[config.mk]
export PLATFORM = sky130hd
export DESIGN_NAME = uart_tx_rr_sched_flat
export DESIGN_NICKNAME = d
export VERILOG_FILES = /design/src/rtl/uart_tx_rr_sched_if.sv /design/src/rtl/uart_tx_rr_sched.sv /design/src/flat_wrapper.sv
export SDC_FILE = /design/constraint.sdc
export NUM_CORES = 1
export LEC_CHECK = 0
export CORE_UTILIZATION = 55
export CTS_BUF_LIST = sky130_fd_sc_hd__clkbuf_2 sky130_fd_sc_hd__clkbuf_4 sky130_fd_sc_hd__clkbuf_8
export DETAILED_ROUTE_END_ITERATION = 10
export DONT_BUFFER_PORTS = 1
export GPL_TIMING_DRIVEN = 0
export PLACE_DENSITY = 0.72
export SYNTH_ARGS = -nofsm -noshare
export SYNTH_HDL_FRONTEND = slang
export SYNTH_SLANG_ARGS = --single-unit
[constraint.sdc]
create_clock -name clk -period 2.7 [get_ports clk]
set_input_delay 0.54 -clock clk [delete_from_list [all_inputs] [get_ports clk]]
set_output_delay 0.54 -clock clk [all_outputs]
set_load 0.02 [all_outputs]
[src/rtl/uart_tx_rr_sched_if.sv]
// Bundle between the byte producers, the round-robin scheduler and the uart_tx serializer.
// The scheduler takes the master modport. The producers and serializer side take the slave modport.
interface uart_tx_rr_sched_if #(
    parameter int NUM_REQ = 4,
    parameter int IDX_W   = 2
);
    logic [NUM_REQ-1:0]   req;
    logic [NUM_REQ*8-1:0] req_data;
    logic [NUM_REQ-1:0]   ack;
    logic                 tx_start;
    logic [7:0]           tx_data;
    logic                 tx_busy;
    logic                 grant_valid;
    logic [IDX_W-1:0]     grant_id;
    logic                 err_timeout;
    logic [15:0]          frames_sent;

    modport master (
        input  req, req_data, tx_busy,
        output ack, tx_start, tx_data, grant_valid, grant_id, err_timeout, frames_sent
    );

    modport slave (
        output req, req_data, tx_busy,
        input  ack, tx_start, tx_data, grant_valid, grant_id, err_timeout, frames_sent
    );
endinterface

[src/rtl/uart_tx_rr_sched.sv]
// Round-robin share of one uart_tx between NUM_REQ producers; one frame in flight at a time.
// req->tx_start/ack: 1 cycle. New grants are held off while tx_busy is high or a frame is outstanding.
// Flags a serializer that never goes busy (sticky err_timeout) and counts completed frames.
module uart_tx_rr_sched #(
    parameter int NUM_REQ = 4,
    parameter int IDX_W   = 2,
    parameter int BUSY_TO = 4
) (
    input  logic                clk,
    input  logic                rst,
    uart_tx_rr_sched_if.master  bus
);
    localparam int CNT_W = $clog2(BUSY_TO + 1);

    typedef enum logic [1:0] {ARB, ISSUE, WAIT_BUSY, WAIT_DONE} state_t;

    state_t             state_q, state_d;
    logic [IDX_W-1:0]   ptr_q, ptr_d;
    logic [CNT_W-1:0]   cnt_q, cnt_d;
    logic [NUM_REQ-1:0] ack_q, ack_d;
    logic               tx_start_q, tx_start_d;
    logic [7:0]         tx_data_q, tx_data_d;
    logic               grant_valid_q, grant_valid_d;
    logic [IDX_W-1:0]   grant_id_q, grant_id_d;
    logic               err_timeout_q, err_timeout_d;
    logic [15:0]        frames_sent_q, frames_sent_d;

    logic               found;
    logic [IDX_W-1:0]   win;
    int                 idx;

    // First set request at or after ptr, wrapping modulo NUM_REQ.
    always_comb begin
        found = 1'b0;
        win   = '0;
        idx   = 0;
        for (int i = 0; i < NUM_REQ; i++) begin
            idx = int'(ptr_q) + i;
            if (idx >= NUM_REQ) idx = idx - NUM_REQ;
            if (!found && bus.req[idx]) begin
                found = 1'b1;
                win   = IDX_W'(idx);
            end
        end
    end

    always_comb begin
        state_d       = state_q;
        ptr_d         = ptr_q;
        cnt_d         = cnt_q;
        ack_d         = '0;
        tx_start_d    = 1'b0;
        tx_data_d     = tx_data_q;
        grant_valid_d = grant_valid_q;
        grant_id_d    = grant_id_q;
        err_timeout_d = err_timeout_q;
        frames_sent_d = frames_sent_q;
        case (state_q)
            ARB: begin
                if (!bus.tx_busy && found) begin
                    tx_data_d     = bus.req_data[int'(win)*8 +: 8];
                    grant_id_d    = win;
                    ptr_d         = (win == IDX_W'(NUM_REQ - 1)) ? '0 : win + 1'b1;
                    tx_start_d    = 1'b1;
                    ack_d         = NUM_REQ'(1) << win;
                    grant_valid_d = 1'b1;
                    state_d       = ISSUE;
                end
            end
            ISSUE: begin
                cnt_d   = '0;
                state_d = WAIT_BUSY;
            end
            WAIT_BUSY: begin
                if (bus.tx_busy) begin
                    state_d = WAIT_DONE;
                end else begin
                    cnt_d = cnt_q + 1'b1;
                    if (cnt_q + 1'b1 == CNT_W'(BUSY_TO)) begin
                        err_timeout_d = 1'b1;
                        grant_valid_d = 1'b0;
                        state_d       = ARB;
                    end
                end
            end
            WAIT_DONE: begin
                if (!bus.tx_busy) begin
                    frames_sent_d = frames_sent_q + 16'd1;
                    grant_valid_d = 1'b0;
                    state_d       = ARB;
                end
            end
            default: state_d = ARB;
        endcase
    end

    always_ff @(posedge clk or posedge rst) begin
        if (rst) begin
            state_q       <= ARB;
            ptr_q         <= '0;
            cnt_q         <= '0;
            ack_q         <= '0;
            tx_start_q    <= 1'b0;
            tx_data_q     <= 8'h00;
            grant_valid_q <= 1'b0;
            grant_id_q    <= '0;
            err_timeout_q <= 1'b0;
            frames_sent_q <= 16'h0000;
        end else begin
            state_q       <= state_d;
            ptr_q         <= ptr_d;
            cnt_q         <= cnt_d;
            ack_q         <= ack_d;
            tx_start_q    <= tx_start_d;
            tx_data_q     <= tx_data_d;
            grant_valid_q <= grant_valid_d;
            grant_id_q    <= grant_id_d;
            err_timeout_q <= err_timeout_d;
            frames_sent_q <= frames_sent_d;
        end
    end

    assign bus.ack         = ack_q;
    assign bus.tx_start    = tx_start_q;
    assign bus.tx_data     = tx_data_q;
    assign bus.grant_valid = grant_valid_q;
    assign bus.grant_id    = grant_id_q;
    assign bus.err_timeout = err_timeout_q;
    assign bus.frames_sent = frames_sent_q;
endmodule

[src/flat_wrapper.sv]
// flat-port wrapper written by rule: the top's interface ports become plain ports
module uart_tx_rr_sched_flat 
#(
    parameter int NUM_REQ = 4,
    parameter int IDX_W   = 2,
    parameter int BUSY_TO = 4
)
  (clk, rst, bus_req, bus_req_data, bus_tx_busy, bus_ack, bus_tx_start, bus_tx_data, bus_grant_valid, bus_grant_id, bus_err_timeout, bus_frames_sent);
  uart_tx_rr_sched_if #(.NUM_REQ(NUM_REQ), .IDX_W(IDX_W)) bus_i ();
  input  logic clk;
  input  logic rst;
  input wire logic [$bits(bus_i.req)-1:0] bus_req;
  input wire logic [$bits(bus_i.req_data)-1:0] bus_req_data;
  input wire logic [$bits(bus_i.tx_busy)-1:0] bus_tx_busy;
  output wire logic [$bits(bus_i.ack)-1:0] bus_ack;
  output wire logic [$bits(bus_i.tx_start)-1:0] bus_tx_start;
  output wire logic [$bits(bus_i.tx_data)-1:0] bus_tx_data;
  output wire logic [$bits(bus_i.grant_valid)-1:0] bus_grant_valid;
  output wire logic [$bits(bus_i.grant_id)-1:0] bus_grant_id;
  output wire logic [$bits(bus_i.err_timeout)-1:0] bus_err_timeout;
  output wire logic [$bits(bus_i.frames_sent)-1:0] bus_frames_sent;
  assign bus_i.req = bus_req;
  assign bus_i.req_data = bus_req_data;
  assign bus_i.tx_busy = bus_tx_busy;
  assign bus_ack = bus_i.ack;
  assign bus_tx_start = bus_i.tx_start;
  assign bus_tx_data = bus_i.tx_data;
  assign bus_grant_valid = bus_i.grant_valid;
  assign bus_grant_id = bus_i.grant_id;
  assign bus_err_timeout = bus_i.err_timeout;
  assign bus_frames_sent = bus_i.frames_sent;
  uart_tx_rr_sched #(.NUM_REQ(NUM_REQ), .IDX_W(IDX_W), .BUSY_TO(BUSY_TO)) u_core (.clk(clk), .rst(rst), .bus(bus_i));
endmodule
Word-level counts from Yosys, hierarchy flattened
Index checks and enable logic that the tools add are counted.

operators by class
  multiplexer cells = 41
  shift-type cells = 2
  magnitude comparators = 8
  bitwise logic cells = 1
  reductions and logical operators = 17
  equality and inequality tests = 10
  add/sub/neg operators = 10

operator list
  cell                                                                 number
  less-than comparator 32 x 4 -> 1 bit (second input constant)         4
  two-way mux 32 bit                                                   4
  greater-or-equal comparator 32 x 4 -> 1 bit (second input constant)  3
  subtractor 32 x 4 -> 32 bit (second input constant)                  3
  indexed part select 32 x 6 -> 8 bit                                  1
  two-way mux 1 bit                                                    18
  two-way mux 2 bit                                                    9
  adder 16 x 1 -> 16 bit (second input constant)                       1
  binary-select mux 1 bit (select 2 bit)                               4
  two-way mux 4 bit                                                    2
  one-hot mux 2 bit (4 select lines)                                   1
  adder 2 x 2 -> 3 bit (second input constant)                         2
  equality test 2 bit (second input constant)                          3
  one-hot mux 3 bit (2 select lines)                                   1
  AND reduction 2 bit                                                  3
  AND reduction 3 bit                                                  2
  AND reduction 5 bit                                                  1
  logical AND 1 bit                                                    4
  logical NOT 1 bit                                                    4
  inequality test 2 x 1 -> 1 bit (second input constant)               2
  inequality test 2 bit (second input constant)                        2
  << shifter 1 x 2 -> 4 bit (first input constant)                     1
  subtractor 2 x 3 -> 4 bit (second input constant)                    1
  adder 2 x 1 -> 3 bit (second input constant)                         1
  other kinds (12)                                                     12

storage, ports and cells
  register bits = 40
  bits of input ports = 39
  logic and storage cells = 99

Depth between registers and ports, before layout
Gate-level depths: netlist of the first run.

  depth in word-level cells = 18
  mapped depth = 8
  mapped depth without buffers = 7

Worst setup path after synthesis of the first run
No wires, ideal clock.

  path kind = input port to flip-flop
  start point = input port bus_tx_busy
  end point = register u_core.tx_data_q[0] (netlist: u_core.bus.tx_data[0])
  setup slack = 0.666 ns
  required time = 2.564 ns
  arrival time = 1.898 ns
  library setup time = 0.136 ns
  stages on the path = 6
  cell sequence = or4_1 > buf_2 > or3_1 > buf_6 > a211oi_2 > nor4_1

on the way
  word-level cells in the longest chain between the ends = 3

ends and longest elaborated chain
  item                           RTL line                 source
  start, declared                flat_wrapper.sv:14       input wire logic [$bits(bus_i.tx_busy)-1:0] bus_tx_busy;
  logical NOT 1 bit              uart_tx_rr_sched.sv:60   if (!bus.tx_busy && found) begin
  logical AND 1 bit              uart_tx_rr_sched.sv:60
  AND reduction 2 bit (no line)  n/a
  end signal, assigned           uart_tx_rr_sched.sv:115  tx_data_q <= tx_data_d;
  end, declared                  uart_tx_rr_sched.sv:22   logic [7:0] tx_data_q, tx_data_d;

Every way passes these cells.
A chain may end at the register's enable or synchronous reset.

Worst setup path in the final report of the first run
  start point = register u_core.ptr_q[1]
  end point = register u_core.tx_data_q[5] (netlist: u_core.bus.tx_data[5])

RTL lines
  item                                                                                  RTL line                 source
  start, declared                                                                       uart_tx_rr_sched.sv:18   logic [IDX_W-1:0] ptr_q, ptr_d;
  start signal, assigned                                                                uart_tx_rr_sched.sv:111  ptr_q <= ptr_d;
  parallel branches: the longest is 14 deep, another holds subtractor 32 x 4 -> 32 bit  n/a
  two-way mux 2 bit *                                                                   uart_tx_rr_sched.sv:40   if (!found && bus.req[idx]) begin
  named net u_core.win[0]                                                               uart_tx_rr_sched.sv:29   logic [IDX_W-1:0] win;
  indexed part select 32 x 6 -> 8 bit *                                                 uart_tx_rr_sched.sv:61   tx_data_d = bus.req_data[int'(win)*8 +: 8];

Mark *: on every way through the listed nets, which the timed path passes. The select of a mux whose other input is x is not followed.

==> flow_summary.ini, run 1 <==
[synth]
synth.ff_latch_count = 40
synth-async-reset-ratio_pct = 100
postSynth.topFlopCell = dfrtp_1
synth_area_leader_cell = dfrtp_1
yosys_warnings = 0
post_synthesis_sequential_area_ratio_pct = 49.4
synth_top_area_share_pct = 49.4
yosysMostFrequentCell = dfrtp_1
synth-edff-count = 0
synth.cell_area_mm2 = 0.00203
post_synth.cell_area_avg_um2 = 10.4
synth.top_cells.by_area = dfrtp_1 (49%), mux2i_1 (8.9%), nand2_1 (5.6%)
synth_cell_type_count = 40
mappedNetlistNets = 241
netlist_top_cells_count = dfrtp_1 (40), nand2_1 (30), mux2i_1 (18)
syn-instance-count = 195

[timing]
final.min_clock_period_ns = 2.06
worst_slew_margin_rel_pct = 45.6
report.final.hold_viol_count = 0
tns_ns = 0
clock.fmax_ghz = 0.485
pin_slew_with_the_least_headroom_to_its_limit_ns = 0.815
period_utilisation_layout_pct = 76.3
finalSetupViolCount = 0
timing.final.max_slew_violations = 0
fin_worst_skew_ns = 0.00500
setup_repair_after_global_routing_missed_its_margin = no

[routing]
post_drt_via_cell_ratio = 6.03
detailedRoute.firstIterationViolations = 90
drt_first_pass_iters = 4
route.vias.total = 1502
drt_wl_total_um = 4160
drc_errors = 0
post_drt_wl_per_cell_um = 16.7
remaining_number_of_nets_flagged_by_the_antenna_check_after_routing = 0

[clock_network]
numClockSinks = 40
cts_root_buf = clkbuf_8
clock_tree.htree_level_count = 2
clock_latency_ns = 0.29
cts-buffers-inserted = 5
clk_path_buf_depth = 2
cts_tree = yes
cts.repair.resized = 0
holdBufCountCts = 0
worst_setup_hold_path_clk_slew_ns = 0.08
postCtsSetupBuffers = 0

[power]
internal-power_mw = 1.31
netSwitchingFraction_pct = 38.9
clkPwrFrac_pct = 23.0
leakage_nw = 1.06
netSwitchingPower_mw = 0.832
pwr-share-seq_pct = 50.4
combinational_fraction_of_design_power_pct = 26.5
power.ir.vdd_worst_uv = 407
power_density_over_the_cells_mw_per_mm2 = 974

[worst_setup_path]
worst_path_cell_chain = mux2i_1 -> or2_2 -> and3_1 -> buf_2 -> clkinv_2 -> buf_6 -> mux2i_1 -> o221ai_1
timing.reg2reg.setup_slack_ns = 0.64
crit_top_cell = mux2i_1
critical_path_class = reg2reg
critPathMaxFanout = 11
timing.critical_path.to_type = flop
critPathLaunchType = flop
worst_ep_required_time_ns = 2.84
critical_path.top_delay_family = buffers and inverters
worst_ep_arrival_time_ns = 2.20
crit_buf_inv = 3
rr_endpoint = u_core.bus.tx_data[5]
critPathSlowestCell = dfrtp_1
r2r.worst_path.cells = 8
critical-path-max-stage-delay_ns = 0.45
worst_r2r_startpoint = u_core.ptr_q[1]

[place]
place.gp.congestion = 0.788
dp_hpwl_um = 3100
placement.io_buffers = 0

[worst_hold_path]
hold_path_class = in2async

[grt]
first_global_vias = 1552
grt.total_usage_pct = 23.1
grt_start_max_net_pins = 41
globalRouteOverflowTotal = 0
first_pass_grt_wire_length_um = 6950
antenna_found_initial = 0

[final_layout]
antenna-diode-count = 0
sequential_cell_area_mm2 = 0.00100
drive_above_1_share_pct = 9.85
utilization_pct = 63.8
fillerInstances = 290
final_nets = 248
syn_to_final_growth_pct = 8.33
multi_input_comb_area_um2 = 956

[floorplan]
die_x_um = 62.7
floorplan.die.height_um = 62.7
placementRows = 21
ioPinCount = 72
fp.coreArea_mm2 = 0.00344
initial_core_utilization_pct = 58.9
dieArea_mm2 = 0.00393

[status]
result_of_the_run = finished clean

[job]
cap_viol_max_count = 0
[worst register-to-register path: cells and delay by family (launching register included)]
| kind | cells | cell delay, ns |
|---|---|---|
| buffers and inverters | 3 | 0.52 |
| muxes | 2 | 0.37 |
| and+or+nand+nor | 2 | 0.43 |
| AOI/OAI and AO/OA | 1 | 0.15 |
| DFF | 1 | 0.45 |
[worst max path at each step]
stage | start | end | slack, ns | cells after the start
2_1_floorplan | bus_tx_busy | u_core.bus.tx_data[0] | 0.67 | 6
3_3_place_gp | bus_req[1] | u_core.bus.tx_data[0] | 0.51 | 7
3_5_place_dp | bus_req[1] | u_core.bus.tx_data[0] | 0.40 | 7
4_1_cts | u_core.ptr_q[1] | u_core.bus.tx_data[5] | 0.66 | 8
5_1_grt | u_core.ptr_q[1] | u_core.bus.tx_data[5] | 0.51 | 8
6_report | u_core.ptr_q[1] | u_core.bus.tx_data[5] | 0.64 | 8
[per-layer routing]
metal	global-route usage, %	wire (µm)
met4	9.59	103
met1	24.9	1690
met3	8.21	289
met5	0	0
met2	40.8	2080
[registers in the layout, summed over array words and instances, names as in the netlist]
| name | cells |
|---|---|
| u_core.bus.frames_sent | 16 |
| u_core.bus.tx_data | 8 |
| u_core.bus.ack | 4 |
| u_core.cnt_q | 3 |
| u_core.bus.grant_id | 2 |
| u_core.ptr_q | 2 |
| u_core.state_q | 2 |
| u_core.bus.err_timeout | 1 |
| u_core.bus.grant_valid | 1 |
| u_core.bus.tx_start | 1 |
[kinds of logic after synthesis]
group | after synthesis | share of synthesized area (%)
buffers and inverters | 14 | 3.52
AO/OA/AOI/OAI | 26 | 9.32
flip-flops | 40 | 49.4
adder cells (fa/ha/maj) | 7 | 4.32
multiplexers | 18 | 8.88
AND/OR/NAND/NOR | 74 | 17.7
XOR/XNOR | 16 | 6.91
[per-stage QoR]
step                cell area [µm²]  setup WS [ns]  hold slack [ns]  std cells  power, mW
finish                         2200          0.639            0.281        249       2.14
global route                   2200          0.506            0.357        249       2.28
CTS                            2200          0.662            0.306        249       2.15
detailed placement             2090          0.399            0.563        241       1.66
global placement               2090          0.509            0.550        241       1.61
floorplan                      2030          0.666            0.523        195       1.52
[power by group through the flow]
stage,sequential [mW],clock (mW),combinational [mW]
6_report,1.08,0.492,0.568
5_1_grt,1.10,0.532,0.647
4_1_cts,1.08,0.498,0.575
3_5_place_dp,1.09,0,0.575
3_3_place_gp,1.08,0,0.537
2_1_floorplan,1.04,0,0.475
[layout by cell type, fill, tap and decap left out, drive strengths merged, types with 2 or more instances in the layout]
master  Yosys  layout
o21ai       5       5
mux2i      18      18
nand2b      3       3
nor2b       2       2
nand2      30      30
nand4       5       5
or2         3       3
o221ai      7       7
buf         5       5
xor2        6       6
clkinv      1       2
nor4        2       2
a211oi      2       2
inv         5       5
a21oi       4       4
and3        3       3
ha          7       7
nor3b       2       2
and2        4       4
nor3        2       2
clkbuf      3       9
nor2       13      13
xnor2      10      10
o211ai      3       3
dfrtp      40      40
[final cells by class]
type	instances	share of cell area, %
Buffer	8	2.16
Clock buffer	6	3.47
Clock inverter	2	1.59
Inverter	6	1.08
Multi-Input combinational cell	141	43.5
Sequential cell	40	45.6
Tap cell	46	2.62
(Power assumes the default switching activity.)
==> inputs of run 2 (changes only) <==
- PLACE_DENSITY: 0.72 -> 0.75
- clock period: 2.7 -> 1.73 ns (I/O delays scaled with it)
==> run 2 against run 1 <==
Compared with the run above: the flow now finishes with violations (negative setup slack); clock power increased by 54%; design area increased by 12%; sequential share of layout area decreased by 4.9 points; global-route usage increased by 1.1 points; clock skew increased by 0.0012 ns; hold slack got worse by 0.20 ns; critical path depth decreased by 3; cell count increased by 5.2%; routed wire length increased by 13%; largest cell class is now multi-input gates; largest power group unchanged.
==> flow_summary.ini, run 2 (synthesis gave the netlist of run 1 again) <==
[worst_setup_path]
r2r.worst_path.cells = 5
rr_endpoint = u_core.bus.tx_data[0]
worst_path_cell_chain = or4_4 -> or3_4 -> buf_6 -> a211oi_4 -> nor4_2
worst_r2r_startpoint = u_core.state_q[0]
timing.critical_path.to_type = flop
worst_ep_arrival_time_ns = 1.95
critical_path_class = reg2reg
critical-path-max-stage-delay_ns = 0.57
timing.reg2reg.setup_slack_ns = -0.05
critPathMaxFanout = 5
worst_ep_required_time_ns = 1.90
critPathSlowestCell = or4_4
critPathLaunchType = flop

[final_layout]
antenna-diode-count = 0
drive_above_1_share_pct = 25.0
largest_reg_flops = 16
syn_to_final_growth_pct = 21.8
mostFrequentLayoutCell = dfrtp_1
final_nets = 261
most-common-layout-cells = dfrtp_1 (37), nand2_1 (29), mux2i_1 (18)
final_cell_count_no_fill = 262

[power]
power.ir.vdd_worst_uv = 846
leakage_nw = 1.17
total_power_mw = 3.72
power_density_over_the_cells_mw_per_mm2 = 1500

[routing]
post_drt_wl_per_cell_um = 18.0
drt_wl_total_um = 4700
remaining_number_of_nets_flagged_by_the_antenna_check_after_routing = 0
drt_first_pass_iters = 4
post_drt_via_cell_ratio = 5.97
drc_errors = 0
route.vias.total = 1564
detailedRoute.firstIterationViolations = 49

[floorplan]
die_x_um = 62.7
ioPinCount = 72
floorplan.die.height_um = 62.7
fp.coreArea_mm2 = 0.00344
initial_core_utilization_pct = 58.9
dieArea_mm2 = 0.00393
placementRows = 21

[clock_network]
clock_tree.htree_level_count = 2
clk_path_buf_depth = 2
cts_tree = yes
numClockSinks = 40
cts_root_buf = clkbuf_8
cts-buffers-inserted = 5
worst_setup_hold_path_clk_slew_ns = 0.08
clock_latency_ns = 0.29

[timing]
setup_slack_ns = -0.0539
fin_worst_skew_ns = 0.00621
clock.fmax_ghz = 0.561
report.final.hold_viol_count = 0
period_utilisation_layout_pct = 103
tns_ns = -0.0880
pin_slew_with_the_least_headroom_to_its_limit_ns = 0.797
final.min_clock_period_ns = 1.78
worst_slew_margin_rel_pct = 46.8
finalSetupViolCount = 5
timing.final.max_slew_violations = 0
setup_repair_after_global_routing_missed_its_margin = yes

[place]
dp_cells = 241
dp_hpwl_um = 3030
place.gp.congestion = 0.725
placement.io_buffers = 0
dp_worst_setup_slack_ns = -0.300

[grt]
first_pass_grt_wire_length_um = 7350
first_global_vias = 1591
grt.total_usage_pct = 24.2
antenna_found_initial = 0
grt_start_max_net_pins = 41
globalRouteOverflowTotal = 0

[status]
failed_checks = negative setup slack
result_of_the_run = complete, but fails checks

[job]
cap_viol_max_count = 0

[worst_hold_path]
hold_path_class = in2async
==> run 2: how the worst max path moves through the flow <==
stage | startpoint | endpoint | cells after the start | slack, ns
after floorplan | u_core.state_q[0] | u_core.bus.tx_data[0] | 6 | -0.06
after CTS | u_core.ptr_q[1] | u_core.bus.tx_data[1] | 9 | -0.11
after global placement | bus_req[1] | u_core.bus.tx_data[0] | 7 | -0.23
final | u_core.state_q[0] | u_core.bus.tx_data[0] | 5 | -0.05
after global routing | u_core.state_q[0] | u_core.bus.tx_data[0] | 4 | -0.14
after detailed placement | bus_req[1] | u_core.bus.tx_data[0] | 7 | -0.30
==> run 2: layer usage <==
layer,track usage [%],vias up,share of wire (%)
met4,6.98,0,1.5
met5,0,-,0
met3,5.11,8,4.9
met2,42.9,59,53
li1,-,716,-
met1,29.5,781,41
==> run 2: final cells by class <==
class                   instances  area, µm²
multi-input cells             141       1080
flip-flops and latches         40       1000
fillers                       246        971
repair buffers                 16        154
clock buffers                   6       76.3
well taps                      46       57.6
inverters                       6       37.5
clock inverters                 2       35.0
plain buffers                   5       26.3
==> run 2: critical path: cells and delay by family (launching register included) <==
kind            cells  cell delay [ns]
simple gates        3             0.98
compound gates      1             0.16
buf+inv             1             0.14
flops               1             0.38
==> run 2: timing repair <==
| action | 4_1_cts | 5_1_grt |
|---|---|---|
| cloned | 2 | 0 |
| endpoints found under the hold margin | 0 | 0 |
| pin swaps | 8 | 9 |
| hold buffers | 0 | 0 |
| resized for setup | 20 | 18 |
| setup endpoints to repair | 11 | 19 |
| setup buffers | 10 | 5 |
==> run 2: stage by stage <==
stage                     hold slack [ns]  instance area, µm²  utilization [%]
after floorplan                     0.523                2050                -
after global placement              0.550                2110             61.3
after detailed placement            0.428                2110             61.3
after CTS                           0.122                2410             70.0
after global routing                0.150                2470             71.8
final                              0.0841                2470             71.8
==> run 2: power breakdown <==
part,switching [mW],total (mW),internal [mW]
sequential,0.499,1.70,1.20
clock,0.313,0.757,0.444
combinational,0.636,1.26,0.626
total,1.45,3.72,2.27
==> inputs of run 3 (changes only) <==
- CTS_CLUSTER_DIAMETER: not set -> 100
==> results of run 3 <==
Final layout, timing and power as in run 2 (identical DEF).
